`config.mk`:
```
export PLATFORM = sky130hd
export DESIGN_NAME = effect_frame_scheduler
export DESIGN_NICKNAME = d
export VERILOG_FILES = /design/src/rtl/effect_pkg.sv /design/src/rtl/effect_sched_watchdog.sv /design/src/rtl/effect_frame_scheduler.sv
export SDC_FILE = /design/constraint.sdc
export NUM_CORES = 1
export LEC_CHECK = 0
export ABC_AREA = 1
export CAP_MARGIN = 20
export CORE_ASPECT_RATIO = 1.1
export CORE_UTILIZATION = 30
export DETAILED_ROUTE_END_ITERATION = 8
export HOLD_SLACK_MARGIN = 0.08
export PLACE_DENSITY = 0.56
export SLEW_MARGIN = 20
export SYNTH_ARGS = -nofsm -noshare
export SYNTH_HDL_FRONTEND = slang
export SYNTH_SLANG_ARGS = --single-unit
```
`constraint.sdc`:
```
create_clock -name clk -period 2.9 [get_ports clk]
set_clock_uncertainty 0.2 [all_clocks]
set_input_delay 0.725 -clock clk [delete_from_list [all_inputs] [get_ports clk]]
set_output_delay 0.725 -clock clk [all_outputs]
set_load 0.02 [all_outputs]
```
`src/rtl/effect_pkg.sv`:
```
// Shared types and default sizing for the effect frame scheduler and its watchdog.
package effect_pkg;

    localparam int ADDR_WIDTH    = 10;
    localparam int DEPTH_WIDTH   = 8;
    localparam int DEPTH_MAX     = 128;
    localparam int DRAIN_TIMEOUT = 16;
    localparam int CNT_WIDTH     = 16;
    localparam int WD_WIDTH      = $clog2(DRAIN_TIMEOUT + 1);

    typedef enum logic [2:0] {
        IDLE  = 3'd0,
        LOAD  = 3'd1,
        RUN   = 3'd2,
        DRAIN = 3'd3,
        DONE  = 3'd4
    } state_t;

endpackage

```
`src/rtl/effect_sched_watchdog.sv`:
```
// DRAIN watchdog: counts enabled cycles and flags the cycle on which the budget runs out.
module effect_sched_watchdog #(
    parameter int TIMEOUT = effect_pkg::DRAIN_TIMEOUT,
    parameter int W       = $clog2(TIMEOUT + 1)
) (
    input  logic clk,
    input  logic rst_n,
    input  logic clear,
    input  logic count_en,
    output logic expired
);

    logic [W-1:0] cnt_q;
    logic [W-1:0] cnt_d;

    always_comb begin
        cnt_d = cnt_q;
        if (clear) begin
            cnt_d = '0;
        end else if (count_en) begin
            cnt_d = cnt_q + W'(1);
        end
    end

    // Fires on the TIMEOUT-th enabled cycle, so the owner leaves after exactly TIMEOUT cycles.
    assign expired = count_en && !clear && (cnt_q == W'(TIMEOUT - 1));

    // NOTE: sequential state is written only with <= so every flop samples pre-edge values.
    always_ff @(posedge clk) begin
        if (!rst_n) begin
            cnt_q <= '0;
        end else begin
            cnt_q <= cnt_d;
        end
    end

endmodule

```
`src/rtl/effect_frame_scheduler.sv`:
```
// Frame-level controller: accepts a captured frame, runs the modulation engine for one
// frame length, waits for its done flag under a watchdog, then holds the output RAM.
module effect_frame_scheduler #(
    parameter int ADDR_WIDTH    = effect_pkg::ADDR_WIDTH,
    parameter int DEPTH_WIDTH   = effect_pkg::DEPTH_WIDTH,
    parameter int DEPTH_MAX     = effect_pkg::DEPTH_MAX,
    parameter int DRAIN_TIMEOUT = effect_pkg::DRAIN_TIMEOUT,
    parameter int CNT_WIDTH     = effect_pkg::CNT_WIDTH
) (
    input  logic                   clk,
    input  logic                   rst_n,
    input  logic                   in_valid,
    input  logic [ADDR_WIDTH-1:0]  in_len,
    output logic                   in_ack,
    input  logic [DEPTH_WIDTH-1:0] depth_cfg,
    output logic                   eng_en,
    output logic [ADDR_WIDTH-1:0]  eng_len_max,
    output logic [DEPTH_WIDTH-1:0] eng_depth,
    input  logic                   eng_done,
    output logic                   out_valid,
    output logic [ADDR_WIDTH-1:0]  out_len,
    input  logic                   out_release,
    output logic                   busy,
    output logic                   err_timeout,
    input  logic                   err_clr,
    output logic [CNT_WIDTH-1:0]   frame_cnt
);

    import effect_pkg::*;

    localparam logic [DEPTH_WIDTH-1:0] DEPTH_CLAMP = DEPTH_WIDTH'(DEPTH_MAX);

    state_t                 state_q,       state_d;
    logic                   in_ack_q,      in_ack_d;
    logic                   eng_en_q,      eng_en_d;
    logic [ADDR_WIDTH-1:0]  eng_len_max_q, eng_len_max_d;
    logic [DEPTH_WIDTH-1:0] eng_depth_q,   eng_depth_d;
    logic                   out_valid_q,   out_valid_d;
    logic [ADDR_WIDTH-1:0]  out_len_q,     out_len_d;
    logic                   busy_q,        busy_d;
    logic                   err_q,         err_d;
    logic [CNT_WIDTH-1:0]   frame_cnt_q,   frame_cnt_d;
    logic [ADDR_WIDTH-1:0]  run_cnt_q,     run_cnt_d;
    logic                   done_q,        done_d;
    logic                   err_set;
    logic                   wd_expired;

    effect_sched_watchdog #(
        .TIMEOUT (DRAIN_TIMEOUT)
    ) u_watchdog (
        .clk      (clk),
        .rst_n    (rst_n),
        .clear    (state_q != DRAIN),
        .count_en (state_q == DRAIN),
        .expired  (wd_expired)
    );

    // NOTE: every _d gets a default before the case, so no path through this block infers a latch.
    always_comb begin
        state_d       = state_q;
        in_ack_d      = 1'b0;
        eng_en_d      = 1'b0;
        eng_len_max_d = eng_len_max_q;
        eng_depth_d   = eng_depth_q;
        out_len_d     = out_len_q;
        frame_cnt_d   = frame_cnt_q;
        run_cnt_d     = run_cnt_q;
        done_d        = done_q;
        err_set       = 1'b0;

        case (state_q)
            IDLE: begin
                if (in_valid) begin
                    state_d = LOAD;
                end
            end
            LOAD: begin
                in_ack_d      = 1'b1;
                eng_len_max_d = in_len;
                out_len_d     = in_len;
                eng_depth_d   = (depth_cfg > DEPTH_CLAMP) ? DEPTH_CLAMP : depth_cfg;
                run_cnt_d     = '0;
                done_d        = 1'b0;
                state_d       = RUN;
            end
            RUN: begin
                // First RUN cycle only raises eng_en; the counter advances once eng_en is visible.
                if (eng_en_q && (run_cnt_q == eng_len_max_q)) begin
                    state_d = DRAIN;
                end else begin
                    eng_en_d = 1'b1;
                    if (eng_en_q) begin
                        run_cnt_d = run_cnt_q + ADDR_WIDTH'(1);
                    end
                end
            end
            DRAIN: begin
                if (done_q) begin
                    state_d = DONE;
                end else if (wd_expired) begin
                    err_set = 1'b1;
                    state_d = IDLE;
                end
            end
            DONE: begin
                if (out_release) begin
                    frame_cnt_d = frame_cnt_q + CNT_WIDTH'(1);
                    state_d     = IDLE;
                end
            end
            default: begin
                state_d = IDLE;
            end
        endcase

        // The engine flags done continuously while idle, so only RUN/DRAIN cycles count.
        if (((state_q == RUN) || (state_q == DRAIN)) && eng_done) begin
            done_d = 1'b1;
        end

        err_d = err_q;
        if (err_set) begin
            err_d = 1'b1;
        end else if (err_clr) begin
            err_d = 1'b0;
        end

        out_valid_d = (state_d == DONE);
        busy_d      = (state_d != IDLE);
    end

    always_ff @(posedge clk) begin
        if (!rst_n) begin
            state_q       <= IDLE;
            in_ack_q      <= 1'b0;
            eng_en_q      <= 1'b0;
            eng_len_max_q <= '0;
            eng_depth_q   <= '0;
            out_valid_q   <= 1'b0;
            out_len_q     <= '0;
            busy_q        <= 1'b0;
            err_q         <= 1'b0;
            frame_cnt_q   <= '0;
            run_cnt_q     <= '0;
            done_q        <= 1'b0;
        end else begin
            state_q       <= state_d;
            in_ack_q      <= in_ack_d;
            eng_en_q      <= eng_en_d;
            eng_len_max_q <= eng_len_max_d;
            eng_depth_q   <= eng_depth_d;
            out_valid_q   <= out_valid_d;
            out_len_q     <= out_len_d;
            busy_q        <= busy_d;
            err_q         <= err_d;
            frame_cnt_q   <= frame_cnt_d;
            run_cnt_q     <= run_cnt_d;
            done_q        <= done_d;
        end
    end

    assign in_ack      = in_ack_q;
    assign eng_en      = eng_en_q;
    assign eng_len_max = eng_len_max_q;
    assign eng_depth   = eng_depth_q;
    assign out_valid   = out_valid_q;
    assign out_len     = out_len_q;
    assign busy        = busy_q;
    assign err_timeout = err_q;
    assign frame_cnt   = frame_cnt_q;

endmodule

```
==> flow_summary.toml, run 1 <==
[synthesis]
synth_xor_area_share_pct = 4.39
synthAdderAreaFrac_pct = 1.79
synth_cells = 370
synth_top_area_share_pct = 41.6
yosys-top-cells-count = "nand2_1, dfxtp_1, inv_1"
ys_async_sr_fraction_pct = 0
ys_top_cells_by_area = "dfxtp_1, nand2_1, inv_1"
synth.most_common_cell = "nand2_1"
synth_area_leader_cell = "dfxtp_1"
synth_ff_type = "dfxtp_1"
yosys_warnings = 0
yosysSeqAreaShare_pct = 41.6
synth_top_family_by_area = "simple AND/OR/NAND/NOR gates"
synthDistinctLibCells = 39
synth.avg_cell_area_sq_um = 7.54
muxShareOfSynthArea_pct = 0
ys_ff_latch = 58
synth_area_sq_mm = 0.00279
syn_nets = 398
synth_simple_gate_area_share_pct = 30.6
synth_edf_count = 0
synth_compound_area_share_pct = 10.8

[floorplan]
die_y_um = 103
rows = 36
io_pins = 73
coreArea_sq_mm = 0.00896
die_area_sq_mm = 0.00969
start_util_pct = 31.1
die-width_um = 94.0

[sta]
max_clock_freq_mhz = 416
setup_violations = 0
finalCritPeriodShare_pct = 82.9
finalCriticalPeriod_ns = 2.40
rsz0062_at_grt = "no"
finalHoldViolCount = 0
timing.final.ws_setup_ns = 0.497
drv_slew = 0
tightest_slew_ns = 0.431
whs_ns = 0.253
slew_headroom_pct = 71.2
setup_tns_ns = 0

[cells_and_area]
n_fill_cell = 913
area_delta_synth_final_pct = 34.2
utilization_pct = 41.8
stdcell_count = 558
final_area_sq_mm = 0.00374
diodes = 0
final_layout_size_suffix_gt1_share_pct = 10.8
nets = 468

[worst_hold_path]
hold_path_depth = 2
min_to = "eng_depth[5]"
hp-start = "eng_depth[5]"
hold_path.class = "reg2reg"

[clocking]
cts_made_buffers = 9
root_buffer = "clkbuf_8"
clock_path_buffers = 2
post_cts_buffers = 0
worstSkewPairLatency_ns = 0.33
cts-hold-fix-buffers = 0
h-tree-depth = 3
post_cts_resized = 0
cts_tree = "yes"
path_clk_slew_ns = 0.06
clock-sinks = 58

[global_route]
grt_util_all_layers_pct = 14.4
antenna_found_initial = 0
grt_pass1_vias = 2305
grt_pass1_wl_um = 10700
grt_start_max_net_pins = 17
overflow = 0

[placed_design]
place_ws_ns = 0.441
dpl_cell_area_sq_mm = 0.00356
io_buffer_count = 72
placed_cells = 543
gp_congestion = 0.801
post-dp-hpwl_um = 4790

[critical_path]
start_kind = "register"
worst-setup-path-type = "reg2out"
reg2reg_slack_ns = 1.01
r2r_end = "run_cnt_q[4]"
r2r_cells = 9
cpMaxStageDelayCell = "clkdlybuf4s50_1"
worst-path-buf-inv = 1
crit_path_max_fanout = 7
required_ns = 1.98
critPathTopFamily = "buffers and inverters"
crit_cells = 1
slowest_delay_ns = 0.66
end_kind = "primary output"
cp.arrival_ns = 1.48
path_cells = "clkdlybuf4s50_1"
r2r-start = "run_cnt_q[7]"

[detailed_routing]
first_pass_iters = 4
dr_total_vias = 2479
routed_via_density = 4.44
drc = 0
wl_per_cell_um = 11.7
wirelength_um = 6500
drtIter0Drc = 116
ant_nets = 0

[flow_run]
drv_cap = 0

[pwr]
p_per_area_mw_per_mm2 = 479
power.total_mw = 1.79
vdd_ir_drop_max_mv = 0.200
power.leakage_nw = 1.45

[outcome]
outcome = "finished, final reports clean"
sequential cells by signal, indices dropped and copies added, names as in the netlist:
| signal | count |
|---|---|
| frame_cnt | 16 |
| out_len | 10 |
| run_cnt_q | 10 |
| eng_depth | 8 |
| u_watchdog.cnt_q | 5 |
| state_q | 3 |
| busy | 1 |
| done_q | 1 |
| eng_en | 1 |
| err_timeout | 1 |
| in_ack | 1 |
| out_valid | 1 |
layout by cell type, fill, tap and decap left out, types with 2 or more instances in the layout:
master           instances
a21oi_1                 17
a21oi_2                  4
a22o_1                   5
a31oi_1                  2
a32o_1                   3
buf_4                    5
clkbuf_1                 2
clkbuf_8                10
clkdlybuf4s50_1         72
clkinv_2                 3
dfxtp_1                 58
ha_1                     4
inv_1                   38
inv_2                    5
nand2_1                 90
nand2_2                  4
nand2_4                  2
nand3_1                 22
nand3_2                  2
nand4_1                  3
nor2_1                  36
nor2_2                   6
nor2_4                   2
nor3_1                   6
nor3_2                   2
nor3_4                   2
nor3b_1                  3
o21ai_0                 12
xnor2_1                  4
xor2_1                  10
worst max-delay path by stage:
| stage | start | to | slack (ns) |
|---|---|---|---|
| 2_1_floorplan | rst_n | eng_depth[0] | 1.05 |
| 3_3_place_gp | out_release | frame_cnt[13] | 0.48 |
| 3_5_place_dp | out_release | frame_cnt[13] | 0.44 |
| 4_1_cts | frame_cnt[4] | frame_cnt[4] | 0.49 |
| 5_1_grt | frame_cnt[4] | frame_cnt[4] | 0.45 |
| 6_report | frame_cnt[4] | frame_cnt[4] | 0.50 |
cell type report:
cell class	instances	area [sq um]	share of cell area, %
multi-input cells	249	1330	35.4
flip-flops and latches	58	1160	31.0
repair buffers	77	758	20.2
inverters	45	170	4.54
clock buffers	12	145	3.88
well taps	114	143	3.81
clock inverters	3	40.0	1.07
kinds of logic after synthesis:
logic type               after synthesis
AND/OR/NAND/NOR                      183
buffers and inverters                 63
flip-flops                            58
AO/OA/AOI/OAI                         48
XOR/XNOR                              14
adder cells (fa/ha/maj)                4
metal layers:
| metal | vias up | global-route usage [%] | wire, um |
|---|---|---|---|
| met4 | 0 | 6.51 | 143 |
| li1 | 1308 | - | - |
| met3 | 11 | 4.06 | 253 |
| met1 | 1111 | 17.6 | 3080 |
| met2 | 49 | 23.8 | 3020 |
| met5 | - | 0 | 0 |
power breakdown:
part	internal, mW	switching, mW	leakage (nW)	total [mW]
clock	0.413	0.316	0.0962	0.729
sequential	0.818	0.0166	0.469	0.835
combinational	0.104	0.126	0.883	0.230
total	1.34	0.458	1.45	1.79
(Power assumes the default switching activity.)
==> run 2, diff against run 1 <==
==> constraint.sdc (replaced) <==
create_clock -name clk -period 2.25 [get_ports clk]
set_clock_uncertainty 0.2 [all_clocks]
set_input_delay 0.5625 -clock clk [delete_from_list [all_inputs] [get_ports clk]]
set_output_delay 0.5625 -clock clk [all_outputs]
set_load 0.02 [all_outputs]
==> run 2 against run 1 <==
  * Core utilization rose by 0.11 points
  * Setup slack got worse by 0.40 ns
  * Total power rose by 21%
  * First-iteration DRC count shrank 32%
  * Flip-flop and latch count unchanged
  * Highest routed layer unchanged
==> flow_summary.toml, run 2 (synthesis gave the netlist of run 1 again) <==
[clocking]
post_cts_buffers = 0
clock_path_buffers = 2
path_clk_slew_ns = 0.07
cts-hold-fix-buffers = 0
root_buffer = "clkbuf_8"
h-tree-depth = 3
cts_made_buffers = 9
clock-sinks = 58
cts_tree = "yes"
worstSkewPairLatency_ns = 0.33
post_cts_resized = 0

[detailed_routing]
first_pass_iters = 4
wirelength_um = 6540
drtIter0Drc = 79
wl_per_cell_um = 11.6
ant_nets = 0
dr_total_vias = 2511
drc = 0
routed_via_density = 4.47

[cells_and_area]
stdcell_count = 562
utilization_pct = 41.9
n_fill_cell = 909
mostFrequentLayoutCells = "nand2_1, clkdlybuf4s50_1, dfxtp_1, inv_1, nor2_1"
largest_register_ffs = 16
nets = 473
final_common_cell = "nand2_1"
final_layout_size_suffix_gt1_share_pct = 12.1
diodes = 0
area_delta_synth_final_pct = 34.6

[critical_path]
slowest_delay_ns = 0.64
path_cells = "clkdlybuf4s50_1"
crit_path_max_fanout = 5
worst-setup-path-type = "reg2out"
required_ns = 1.49
start_kind = "register"
critPathTopFamily = "buffers and inverters"
worst-path-buf-inv = 1
cp.arrival_ns = 1.39
cpMaxStageDelayCell = "clkdlybuf4s50_1"
end_kind = "primary output"

[floorplan]
start_util_pct = 31.1
coreArea_sq_mm = 0.00896
rows = 36
die-width_um = 94.0
die_area_sq_mm = 0.00969
die_y_um = 103
io_pins = 73

[pwr]
seqPwrFrac_pct = 49.5
power_frac_clock_pct = 36.8
pwr-share-comb_pct = 13.7
p_per_area_mw_per_mm2 = 579
intPower_mw = 1.60
power.leakage_nw = 1.47
vdd_ir_drop_max_mv = 0.258
switching_share_pct = 26.5
p_sw_mw = 0.575

[global_route]
overflow = 0
grt_start_max_net_pins = 17
grt_pass1_vias = 2406
antenna_found_initial = 0
grt_util_all_layers_pct = 14.6
grt_pass1_wl_um = 11000

[sta]
max_clock_freq_mhz = 464
tightest_slew_ns = 0.437
drv_slew = 0
finalHoldViolCount = 0
rsz0062_at_grt = "no"
finalCriticalPeriod_ns = 2.16
slew_headroom_pct = 70.8
timing.final.ws_setup_ns = 0.0949
finalCritPeriodShare_pct = 95.8
whs_ns = 0.249
setup_violations = 0

[placed_design]
place_ws_ns = -0.00145
gp_congestion = 0.797
placed_cells = 548
io_buffer_count = 72
post-dp-hpwl_um = 4880

[outcome]
outcome = "finished, final reports clean"

[flow_run]
drv_cap = 0

[worst_hold_path]
hold_path.class = "reg2reg"
==> run 2: cell count changes in the layout (fill, tap and decap cells not counted), sizes merged <==
cell,delta
buf,+5
clkbuf,-2
clkinv,+2
bufinv,-1
==> run 2: worst paths after layout <==
path | start | to | slack [ns] | cells past startpoint
setup / recovery | frame_cnt[11] | frame_cnt[11] | 0.09 | 1
hold / removal | u_watchdog.cnt_q[0] | u_watchdog.cnt_q[0] | 0.25 | 1
setup reg to reg | state_q[2] | run_cnt_q[3] | 0.38 | 9
hold reg to reg | u_watchdog.cnt_q[0] | u_watchdog.cnt_q[0] | 0.25 | 1
==> run 2: per-stage QoR <==
stage	instance area, sq um	setup TNS, ns	total power, mW
after global placement	3600	0	1.40
after global routing	3750	0	2.27
final	3750	0	2.17
after detailed placement	3600	-0.00145	1.40
after floorplan	2790	0	1.27
after CTS	3750	0	2.21
==> run 2: power by group through the flow <==
stage | sequential [mW] | clock [mW] | combinational [mW]
6_report | 1.08 | 0.800 | 0.297
5_1_grt | 1.08 | 0.872 | 0.322
4_1_cts | 1.08 | 0.829 | 0.300
3_5_place_dp | 1.10 | 0 | 0.299
3_3_place_gp | 1.10 | 0 | 0.299
2_1_floorplan | 1.12 | 0 | 0.142
==> run 2: area by class of cell <==
class	instances	area (sq um)	area share, %
tap	114	143	3.80
inverter	45	170	4.53
timing repair buffer	82	796	21.2
multi-input combinational	249	1330	35.4
clock buffer	10	138	3.67
clock inverter	4	20.0	0.533
sequential	58	1160	30.9
==> run 2: metal layers <==
layer	up-vias	GRT usage, %	wire, um
met5	-	0	0
met4	0	6.39	117
met3	9	2.88	210
met2	41	24.4	3110
met1	1139	18.3	3100
li1	1322	-	-
==> run 2: worst reg2reg max path, stage by stage (launching register included) <==
cell,delay (ns)
dfxtp_1,0.36
inv_2,0.08
nand2_1,0.07
nor2_1,0.18
inv_2,0.15
nor2_4,0.13
nand2_2,0.17
nand2_2,0.24
nand2_1,0.08
a21oi_1,0.13
